File: src/rtl/topn_pkg.sv
// rtl/topn_pkg.sv - shared types and constants for the streaming top-N sorter
package topn_pkg;

  typedef enum logic {
    FILL  = 1'b0,
    DRAIN = 1'b1
  } state_t;

  localparam logic ASCEND  = 1'b1;
  localparam logic DESCEND = 1'b0;

  localparam int CELL_KEY_W = 8;
  localparam int CELL_TAG_W = 4;

  // Record layout of one ranked entry at the default widths; parametrised
  // modules carry the same three fields as separate signals.
  typedef struct packed {
    logic                  valid;
    logic [CELL_KEY_W-1:0] key;
    logic [CELL_TAG_W-1:0] tag;
  } cell_t;

endpackage

File: src/rtl/topn_stream_sorter_if.sv
// rtl/topn_stream_sorter_if.sv - input/output stream handshakes of the top-N sorter
interface topn_stream_sorter_if #(
  parameter int WIDTH = 8,
  parameter int TAG_W = 4
);

  logic             in_valid;
  logic             in_ready;
  logic [WIDTH-1:0] in_key;
  logic [TAG_W-1:0] in_tag;
  logic             flush;
  logic             out_valid;
  logic             out_ready;
  logic [WIDTH-1:0] out_key;
  logic [TAG_W-1:0] out_tag;
  logic             out_last;

  modport master (
    output in_valid, in_key, in_tag, flush, out_ready,
    input  in_ready, out_valid, out_key, out_tag, out_last
  );

  modport slave (
    input  in_valid, in_key, in_tag, flush, out_ready,
    output in_ready, out_valid, out_key, out_tag, out_last
  );

endinterface

File: src/rtl/topn_cell.sv
// rtl/topn_cell.sv - one ranked entry of the sorter chain
module topn_cell
  import topn_pkg::*;
#(
  parameter int WIDTH = 8,
  parameter int TAG_W = 4
) (
  input  logic             clk,
  input  logic             nreset,
  input  logic [WIDTH-1:0] in_key,
  input  logic [TAG_W-1:0] in_tag,
  input  logic             mode,
  input  logic             up_valid,
  input  logic             up_ge,
  input  logic [WIDTH-1:0] up_key,
  input  logic [TAG_W-1:0] up_tag,
  input  logic             dn_valid,
  input  logic [WIDTH-1:0] dn_key,
  input  logic [TAG_W-1:0] dn_tag,
  input  logic             shift_down,
  input  logic             shift_up,
  output logic             ge,
  output logic             valid,
  output logic [WIDTH-1:0] key,
  output logic [TAG_W-1:0] tag
);

  // Equal keys count as better-or-equal, so a newer equal key lands behind.
  assign ge = valid && ((mode == ASCEND) ? (key <= in_key) : (key >= in_key));

  always_ff @(posedge clk) begin
    if (!nreset) begin
      valid <= 1'b0;
      key   <= '0;
      tag   <= '0;
    end else if (shift_down) begin
      // The ge flags form a prefix; the first cell outside it takes the new key.
      if (!ge) begin
        if (up_ge) begin
          valid <= 1'b1;
          key   <= in_key;
          tag   <= in_tag;
        end else begin
          valid <= up_valid;
          key   <= up_key;
          tag   <= up_tag;
        end
      end
    end else if (shift_up) begin
      valid <= dn_valid;
      key   <= dn_key;
      tag   <= dn_tag;
    end
  end

endmodule

File: src/rtl/topn_stream_sorter.sv
// rtl/topn_stream_sorter.sv - streaming top-N sorter: FSM, counters and cell chain
module topn_stream_sorter
  import topn_pkg::*;
#(
  parameter int N     = 22,
  parameter int WIDTH = 8,
  parameter int TAG_W = 4
) (
  input  logic                     clk,
  input  logic                     nreset,
  input  logic                     cfg_ascend,
  topn_stream_sorter_if.slave      bus,
  output logic [$clog2(N+1)-1:0]   count,
  output logic [15:0]              drop_cnt
);

  localparam int             CW  = $clog2(N+1);
  localparam logic [CW-1:0]  N_C = CW'(N);
  localparam logic [CW-1:0]  ONE = CW'(1);

  state_t          state;
  logic            mode_q;
  logic            in_ready_q;
  logic            insert;
  logic            pop;
  logic            drain;
  logic [CW-1:0]   fill_count_nxt;

  logic [N-1:0]     cv;
  logic [N-1:0]     ge;
  logic [WIDTH-1:0] ck [N];
  logic [TAG_W-1:0] ct [N];

  assign drain  = (state == DRAIN);
  assign insert = bus.in_valid & in_ready_q;
  assign pop    = drain & cv[0] & bus.out_ready;

  assign fill_count_nxt = (insert && (count != N_C)) ? count + ONE : count;

  always_ff @(posedge clk) begin
    if (!nreset) begin
      state      <= FILL;
      mode_q     <= DESCEND;
      in_ready_q <= 1'b0;
      count      <= '0;
      drop_cnt   <= '0;
    end else begin
      case (state)
        FILL: begin
          if (count == '0) mode_q <= cfg_ascend;
          count <= fill_count_nxt;
          if (insert && (count == N_C) && (drop_cnt != 16'hFFFF))
            drop_cnt <= drop_cnt + 16'd1;
          // An empty batch has nothing to drain, so stay ready for input.
          if (bus.flush && (fill_count_nxt != '0)) begin
            state      <= DRAIN;
            in_ready_q <= 1'b0;
          end else begin
            in_ready_q <= 1'b1;
          end
        end
        DRAIN: begin
          if (pop) begin
            count <= count - ONE;
            if (count == ONE) begin
              state      <= FILL;
              in_ready_q <= 1'b1;
            end
          end
        end
        default: state <= FILL;
      endcase
    end
  end

  assign bus.in_ready  = in_ready_q;
  assign bus.out_valid = drain & cv[0];
  assign bus.out_key   = ck[0];
  assign bus.out_tag   = ct[0];
  assign bus.out_last  = drain & (count == ONE);

  for (genvar i = 0; i < N; i++) begin : g_cell
    logic             up_v;
    logic             up_g;
    logic [WIDTH-1:0] up_k;
    logic [TAG_W-1:0] up_t;
    logic             dn_v;
    logic [WIDTH-1:0] dn_k;
    logic [TAG_W-1:0] dn_t;

    if (i == 0) begin : g_head
      assign up_v = 1'b0;
      assign up_g = 1'b1;
      assign up_k = '0;
      assign up_t = '0;
    end else begin : g_body
      assign up_v = cv[i-1];
      assign up_g = ge[i-1];
      assign up_k = ck[i-1];
      assign up_t = ct[i-1];
    end

    if (i == N-1) begin : g_tail
      assign dn_v = 1'b0;
      assign dn_k = '0;
      assign dn_t = '0;
    end else begin : g_link
      assign dn_v = cv[i+1];
      assign dn_k = ck[i+1];
      assign dn_t = ct[i+1];
    end

    topn_cell #(
      .WIDTH(WIDTH),
      .TAG_W(TAG_W)
    ) u_cell (
      .clk       (clk),
      .nreset    (nreset),
      .in_key    (bus.in_key),
      .in_tag    (bus.in_tag),
      .mode      (mode_q),
      .up_valid  (up_v),
      .up_ge     (up_g),
      .up_key    (up_k),
      .up_tag    (up_t),
      .dn_valid  (dn_v),
      .dn_key    (dn_k),
      .dn_tag    (dn_t),
      .shift_down(insert),
      .shift_up  (pop),
      .ge        (ge[i]),
      .valid     (cv[i]),
      .key       (ck[i]),
      .tag       (ct[i])
    );
  end

endmodule
File: src/flat_wrapper.sv
// flat-port wrapper written by rule: the top's interface ports become plain ports
module topn_stream_sorter_flat import topn_pkg::*;
#(
  parameter int N     = 22,
  parameter int WIDTH = 8,
  parameter int TAG_W = 4
)
  (clk, nreset, cfg_ascend, count, drop_cnt, bus_in_valid, bus_in_key, bus_in_tag, bus_flush, bus_out_ready, bus_in_ready, bus_out_valid, bus_out_key, bus_out_tag, bus_out_last);
  topn_stream_sorter_if #(.WIDTH(WIDTH), .TAG_W(TAG_W)) bus_i ();
  input  logic clk;
  input  logic nreset;
  input  logic cfg_ascend;
  output logic [$clog2(N+1)-1:0] count;
  output logic [15:0] drop_cnt;
  input wire logic [$bits(bus_i.in_valid)-1:0] bus_in_valid;
  input wire logic [$bits(bus_i.in_key)-1:0] bus_in_key;
  input wire logic [$bits(bus_i.in_tag)-1:0] bus_in_tag;
  input wire logic [$bits(bus_i.flush)-1:0] bus_flush;
  input wire logic [$bits(bus_i.out_ready)-1:0] bus_out_ready;
  output wire logic [$bits(bus_i.in_ready)-1:0] bus_in_ready;
  output wire logic [$bits(bus_i.out_valid)-1:0] bus_out_valid;
  output wire logic [$bits(bus_i.out_key)-1:0] bus_out_key;
  output wire logic [$bits(bus_i.out_tag)-1:0] bus_out_tag;
  output wire logic [$bits(bus_i.out_last)-1:0] bus_out_last;
  assign bus_i.in_valid = bus_in_valid;
  assign bus_i.in_key = bus_in_key;
  assign bus_i.in_tag = bus_in_tag;
  assign bus_i.flush = bus_flush;
  assign bus_i.out_ready = bus_out_ready;
  assign bus_in_ready = bus_i.in_ready;
  assign bus_out_valid = bus_i.out_valid;
  assign bus_out_key = bus_i.out_key;
  assign bus_out_tag = bus_i.out_tag;
  assign bus_out_last = bus_i.out_last;
  topn_stream_sorter #(.N(N), .WIDTH(WIDTH), .TAG_W(TAG_W)) u_core (.clk(clk), .nreset(nreset), .cfg_ascend(cfg_ascend), .bus(bus_i), .count(count), .drop_cnt(drop_cnt));
endmodule
File: config.mk
export PLATFORM = sky130hd
export DESIGN_NAME = topn_stream_sorter_flat
export DESIGN_NICKNAME = d
export VERILOG_FILES = /design/src/rtl/topn_pkg.sv /design/src/rtl/topn_stream_sorter_if.sv /design/src/rtl/topn_cell.sv /design/src/rtl/topn_stream_sorter.sv /design/src/flat_wrapper.sv
export SDC_FILE = /design/constraint.sdc
export NUM_CORES = 1
export LEC_CHECK = 0
export CAP_MARGIN = 20
export CORE_ASPECT_RATIO = 0.5
export CORE_MARGIN = 5
export CORE_UTILIZATION = 51
export CTS_CLUSTER_DIAMETER = 200
export DETAILED_ROUTE_END_ITERATION = 10
export PLACE_DENSITY = 0.7
export SYNTH_ARGS = -nofsm -noshare
export SYNTH_HDL_FRONTEND = slang
export SYNTH_HIERARCHICAL = 1
export SYNTH_SLANG_ARGS = --single-unit
File: constraint.sdc
create_clock -name clk -period 6.62 [get_ports clk]
set_clock_uncertainty 0.1 [all_clocks]
set_input_delay 1.655 -clock clk [delete_from_list [all_inputs] [get_ports clk]]
set_output_delay 1.655 -clock clk [all_outputs]
set_load 0.05 [all_outputs]
* Yosys cells after proc, flatten, opt, wreduce, memory -nomap -nowiden *
Cells that the tools add are included.
Widths: inputs -> output; s select.

word-level totals
  register bits after elaboration = 310
  bits of input ports = 18
  output and inout port bits = 36
  word-level logic and storage cells = 499

cells by class
  add/sub/neg operators = 3
  order comparisons = 44
  equality and inequality tests = 28
  mux-type cells = 294
  bitwise gates (word level) = 5
  reductions and logical operators = 54

operators by type and width
  cell                   number
  $mux 8                 87
  $mux 4                 87
  $ge 8x8->1             22
  $le 8x8->1             22
  $mux 1                 115
  $reduce_and 2->1       25
  $ne 2x2->1 const B     24
  $logic_and 1x1->1      26
  $add 16x1->16 const B  1
  $ne 16x16->1 const B   1
  $mux 5                 2
  $pmux 5 s2             1
  $add 5x1->5 const B    1
  $eq 5x1->1 const B     1
  $eq 5x5->1 const B     1
  $logic_not 5->1        1
  $ne 5x5->1 const B     1
  $reduce_bool 5->1      1
  $sub 5x1->5 const B    1
  $and 1x1->1            4
  $pmux 1 s2             2
  $reduce_bool 2->1      1
  $not 1->1              1

* Longest topological paths before layout *
  word-level depth = 7
  gate-level depth with buffers = 12

* Hierarchy *
Netlist, hierarchy kept.

modules (own cells, without submodules)
  module                                    instances  cells an instance  area an instance (um^2)  seq. area each (um^2)
  topn_cell at u_core.g_cell[0].u_cell ...  20         147                1290.0                   260.2
  topn_cell at u_core.g_cell[8].u_cell ...  2          117                1018.5                   260.2
  topn_stream_sorter                        1          175                1456.4                   480.5

* Least setup slack after synthesis *
OpenSTA, ideal clock, no wires.

  path type = input -> register
  start = in bus_out_ready
  end = reg u_core.g_cell[0].u_cell.tag[2]
  data arrival time = 4696 ps
  data required time = 6392 ps
  path slack = 1695 ps
  stages = 6
  buffers on the path = 1
  path through = nand3_1 -> inv_1 -> clkbuf_1 -> mux2_2 -> nand2_1 -> o211ai_2

between the ends
  cells in the longest elaborated chain, start to end = 3

ends and longest elaborated chain
  what                         RTL line                  text
  start: declaration           flat_wrapper.sv:19        input wire logic [$bits(bus_i.out_ready)-1:0] bus_out_ready;
  $and 1x1->1                  topn_stream_sorter.sv:36  assign pop = drain & cv[0] & bus.out_ready;
  named net u_core.pop         topn_stream_sorter.sv:25  logic pop;
  $reduce_bool 2->1 (no line)  n/a
  $reduce_and 2->1 (no line)   n/a
  end signal: assignment       topn_cell.sv:42           tag <= in_tag;
  end signal: assignment       topn_cell.sv:46           tag <= up_tag;
  end signal: assignment       topn_cell.sv:52           tag <= dn_tag;
  end: declaration             topn_cell.sv:25           output logic [TAG_W-1:0] tag

The timed path passes the listed nets, and every way through them passes these cells.
A chain may end at the register's enable or synchronous reset.

* Final worst setup path *
  start = in bus_in_key[1]
  end = reg u_core.g_cell[5].u_cell.tag[2]

between the ends
  cells in the longest elaborated chain, start to end = 6
  elaborated cells between the ends (all ways) = 13

ends and longest elaborated chain
  what                                      RTL line                  text
  start: declaration                        flat_wrapper.sv:16        input wire logic [$bits(bus_i.in_key)-1:0] bus_in_key;
  $ge 8x8->1 or $le 8x8->1 (tied branches)  topn_cell.sv:29           assign ge = valid && ((mode == ASCEND) ? (key <= in_key) : (key >= in_key));
  $mux 1 (*)                                topn_cell.sv:29
  $logic_and 1x1->1 (*)                     topn_cell.sv:29
  named net u_core.g_cell[5].up_g           topn_stream_sorter.sv:84  logic up_g;
  $mux 4 (*)                                topn_cell.sv:39           if (up_ge) begin
  $mux 4 (*)                                topn_cell.sv:38           if (!ge) begin
  $mux 4 (*)                                topn_cell.sv:36           end else if (shift_down) begin
  end signal: assignment                    topn_cell.sv:42
  end signal: assignment                    topn_cell.sv:46
  end signal: assignment                    topn_cell.sv:52
  end: declaration                          topn_cell.sv:25

The timed path passes the listed nets; every way through them passes the cells marked *. The select of a mux whose other input is x is not followed.

==> out/results.txt <==
Final Total Pwr = 4.97 mW
Area added between synthesis and finish = 7.13%
Startpoint kind of the worst setup timing path = primary input
Number of port buffers = 53
CTS sink cnt = 310
Number of enable-type register cells in the synthesized netlist = 0
Clock tree root driver cell = clkbuf_16
Effective utilization at floorplan = 51.3%
Sequential share of the synthesized area = 21.2%
Die span in y = 179 um
Number of detailed-route iterations in the first pass = 5
Peak supply drop = 0.128 mV
Max-capacitance violation count = 0
Leakage power summed over all cells = 13.7 nW
Number of cells produced by synthesis = 3349
Mean cell area of the mapped netlist = 8.75 um2
Global routing usage summed across all routing layers = 25.3%
Number of gates resized after cts = 0
Clock tree from TritonCTS = done
Num ports = 54
Cell type of the slowest stage on the worst timing path = buf_2
Area of the core region = 57100 um2
Buffers inserted by post-CTS timing repair = 0
Estimated wirelength of the detail-placed design = 54.9 mm
Wire per inst = 20.5 um
Width of the die = 349 um
Post-route DRC = 0
Via count of the first global-routing pass = 25700
Max stage delay on crit path = 0.83 ns
Number of buffers inserted during clock tree synthesis = 35
Final critical-path setup slack = 1.90 ns
Maximum fanout encountered on the critical timing path = 38
Type of the setup path with the least slack = primary input to register
Floorplan die area = 62600 um2
Flip-flop and latch count after synthesis = 310
Overall overflow remaining after global route = 0
WP data required = 6.91 ns
Number of rows created at floorplan = 62
Final setup fails = 0
Antenna diode instance count = 0
Pin count of the biggest net entering global routing = 149
Antenna violations before repair = 0
Core utilization of the finished layout = 55.0%
Maximum clock insertion buffer count = 3
Synth warnings = 6
Cell depth of the worst flop-to-flop path = 6
Final Critical Period = 4.72 ns
Slew HR = 23.4%
CP Depth = 10
Iteration-0 DRC count of the detailed router = 2070
Crit-path leading delay family = compound AO/OA/AOI/OAI gates
Total count of hold-check failures in the final report = 0
Net count reported at finish = 3488
Number of max-slew violations in the final report = 0
Share of flip-flops with an asynchronous set or reset = 0%
Worst hold path cell count = 2
Setup repair after global routing missed its margin = false
Via total after detailed routing = 26300
Hold-fix buffer count after cts = 0
Cells along the critical path = buf_2, inv_1, ha_1, nand4_1, o21a_1, a21boi_2, o211a_4, mux2_2, nand2_1, o211ai_2
Power density cells = 158 nW/um2
Worst reg-to-reg setup slack = 3.49 ns
Antenna Violating Nets Remaining = 0
Wire length of the first global-routing pass = 136 mm
Via count normalized by instance count = 6.45
Top achievable clock speed = 0.212 GHz
Top_reg_cell synth = dfxtp_1
Unique cell type count in the Yosys netlist = 63
Final period utilization = 71.2%
Synthesized cell area = 29300 um2
Min-delay worst type = register to register
Ratio of cells with drive above 1 in the final layout = 26.1%
Final hold slack = 0.375 ns
Fill cell count = 5170
Result of the run = complete, no violations
Element type at the critical path end = register
CP Data Arrival Time = 5.01 ns
Least-Margin Pin Slew = 1.15 ns
Critical path buffers and inverters = 2
Post-placement setup slack = 1.46 ns
Worst-skew pair later-pin latency = 0.54 ns
Clock edge transition at the registers on the reported setup and hold paths = 0.06 ns
Final weighted congestion in routability-driven placement = 0.855
Setup TNS = 0 ns
Drt total wl = 83.7 mm
H-tree depth reported by CTS = 2
-- sequential cells by signal, summed over array words and instances (netlist names) --
signal,cells
u_core/g_cell.u_cell/tag,88
u_core/mode_q,1
u_core/drop_cnt,16
u_core/count,5
u_core/g_cell.u_cell/valid,22
u_core/bus.in_ready,1
u_core/drain,1
u_core/g_cell.u_cell/key,176
-- synth_stat cells (22+ instances only) --
library cell,n,area [um2]
nand2_1,580,2180
mux2_2,422,4750
dfxtp_1,310,6210
and3_1,243,1520
o2111ai_1,240,2100
inv_1,186,698
ha_1,182,2280
o211ai_2,180,2250
clkbuf_1,156,586
o211ai_1,106,796
a21oi_1,80,400
buf_2,66,330
mux2_1,60,676
mux2i_1,51,510
nor2b_1,45,282
o21ai_1,43,215
nand4_1,28,175
nor2_1,25,93.8
o21ai_0,25,125
o21a_1,23,173
or3b_2,22,193
-- cell families (layout without fill, tap and decap cells) --
logic type,after synthesis,after routing,synth area share [%]
other cells,2,30,0.0256
mux,533,533,20.3
compound gates,830,830,25.7
flops,310,310,21.2
xor+xnor,4,4,0.120
simple gates,1056,1056,18.5
buf+inv,432,369,6.48
fa+ha+maj,182,182,7.77
-- through the flow --
stage / instance area [um2] / std cells
2_1_floorplan: 29400 / 3377
3_3_place_gp: 30300 / 4019
3_5_place_dp: 30300 / 4019
4_1_cts: 31400 / 4082
5_1_grt: 31400 / 4082
6_report: 31400 / 4082
-- layer usage --
metal	routed length, um	track usage, %	vias up
met4	2170	7.64	0
li1	-	-	12500
met5	0	0	-
met1	37900	34.6	12800
met3	4600	2.83	173
met2	39000	41.9	858
-- area by class of cell --
class	instances	area (um2)	area share (%)
Clock inverter	5	50.0	0.159
Multi-Input combinational cell	2635	21300	67.9
Inverter	186	713	2.27
Timing Repair Buffer	120	1080	3.46
Sequential cell	310	6210	19.8
Clock buffer	58	1060	3.39
Tap cell	768	961	3.06
-- worst min-delay path: stages, from the launching register on --
cell,delay (ns)
dfxtp_1,0.32
nand2_1,0.06
mux2i_1,0.05
-- power by group --
part	switching (mW)	internal, mW
clock	0.844	1.14
sequential	0.0606	1.91
combinational	0.671	0.352
total	1.58	3.40
-- final timing paths --
path,from,to
worst min-delay path,u_core/g_cell[8].u_cell/tag[2],u_core/g_cell[8].u_cell/tag[2]
worst max-delay path,bus_in_key[1],u_core/g_cell[5].u_cell/tag[2]
worst max register to register,u_core/mode_q,u_core/g_cell[17].u_cell/valid
worst min register to register,u_core/g_cell[8].u_cell/tag[2],u_core/g_cell[8].u_cell/tag[2]
-- cell usage in the layout, fill, tap and decap left out, types with 8 or more instances in the layout --
cell             count
mux2_2             422
dfxtp_1            309
o221a_1             20
a211o_1             21
nand4_2             20
or3_4               20
or4_1               11
o21ai_1             43
o31ai_1              9
nand4_1             28
o2111ai_1          240
o21a_1              23
and2_1              21
ha_1               182
clkbuf_16           37
nor2_1              25
o21ai_0             25
or3b_2              22
o211ai_2           180
clkdlybuf4s50_1     44
buf_2                8
a21oi_2             20
conb_1              30
a21boi_2            20
and3_1             243
buf_4               60
nor2b_1             45
a21oi_1             80
o211ai_1           106
inv_1              184
clkbuf_1            15
o211a_4             20
nand2_1            580
mux2i_1             51
nand3_1             15
mux2_1              60
Power figures use the tool's default switching activity.
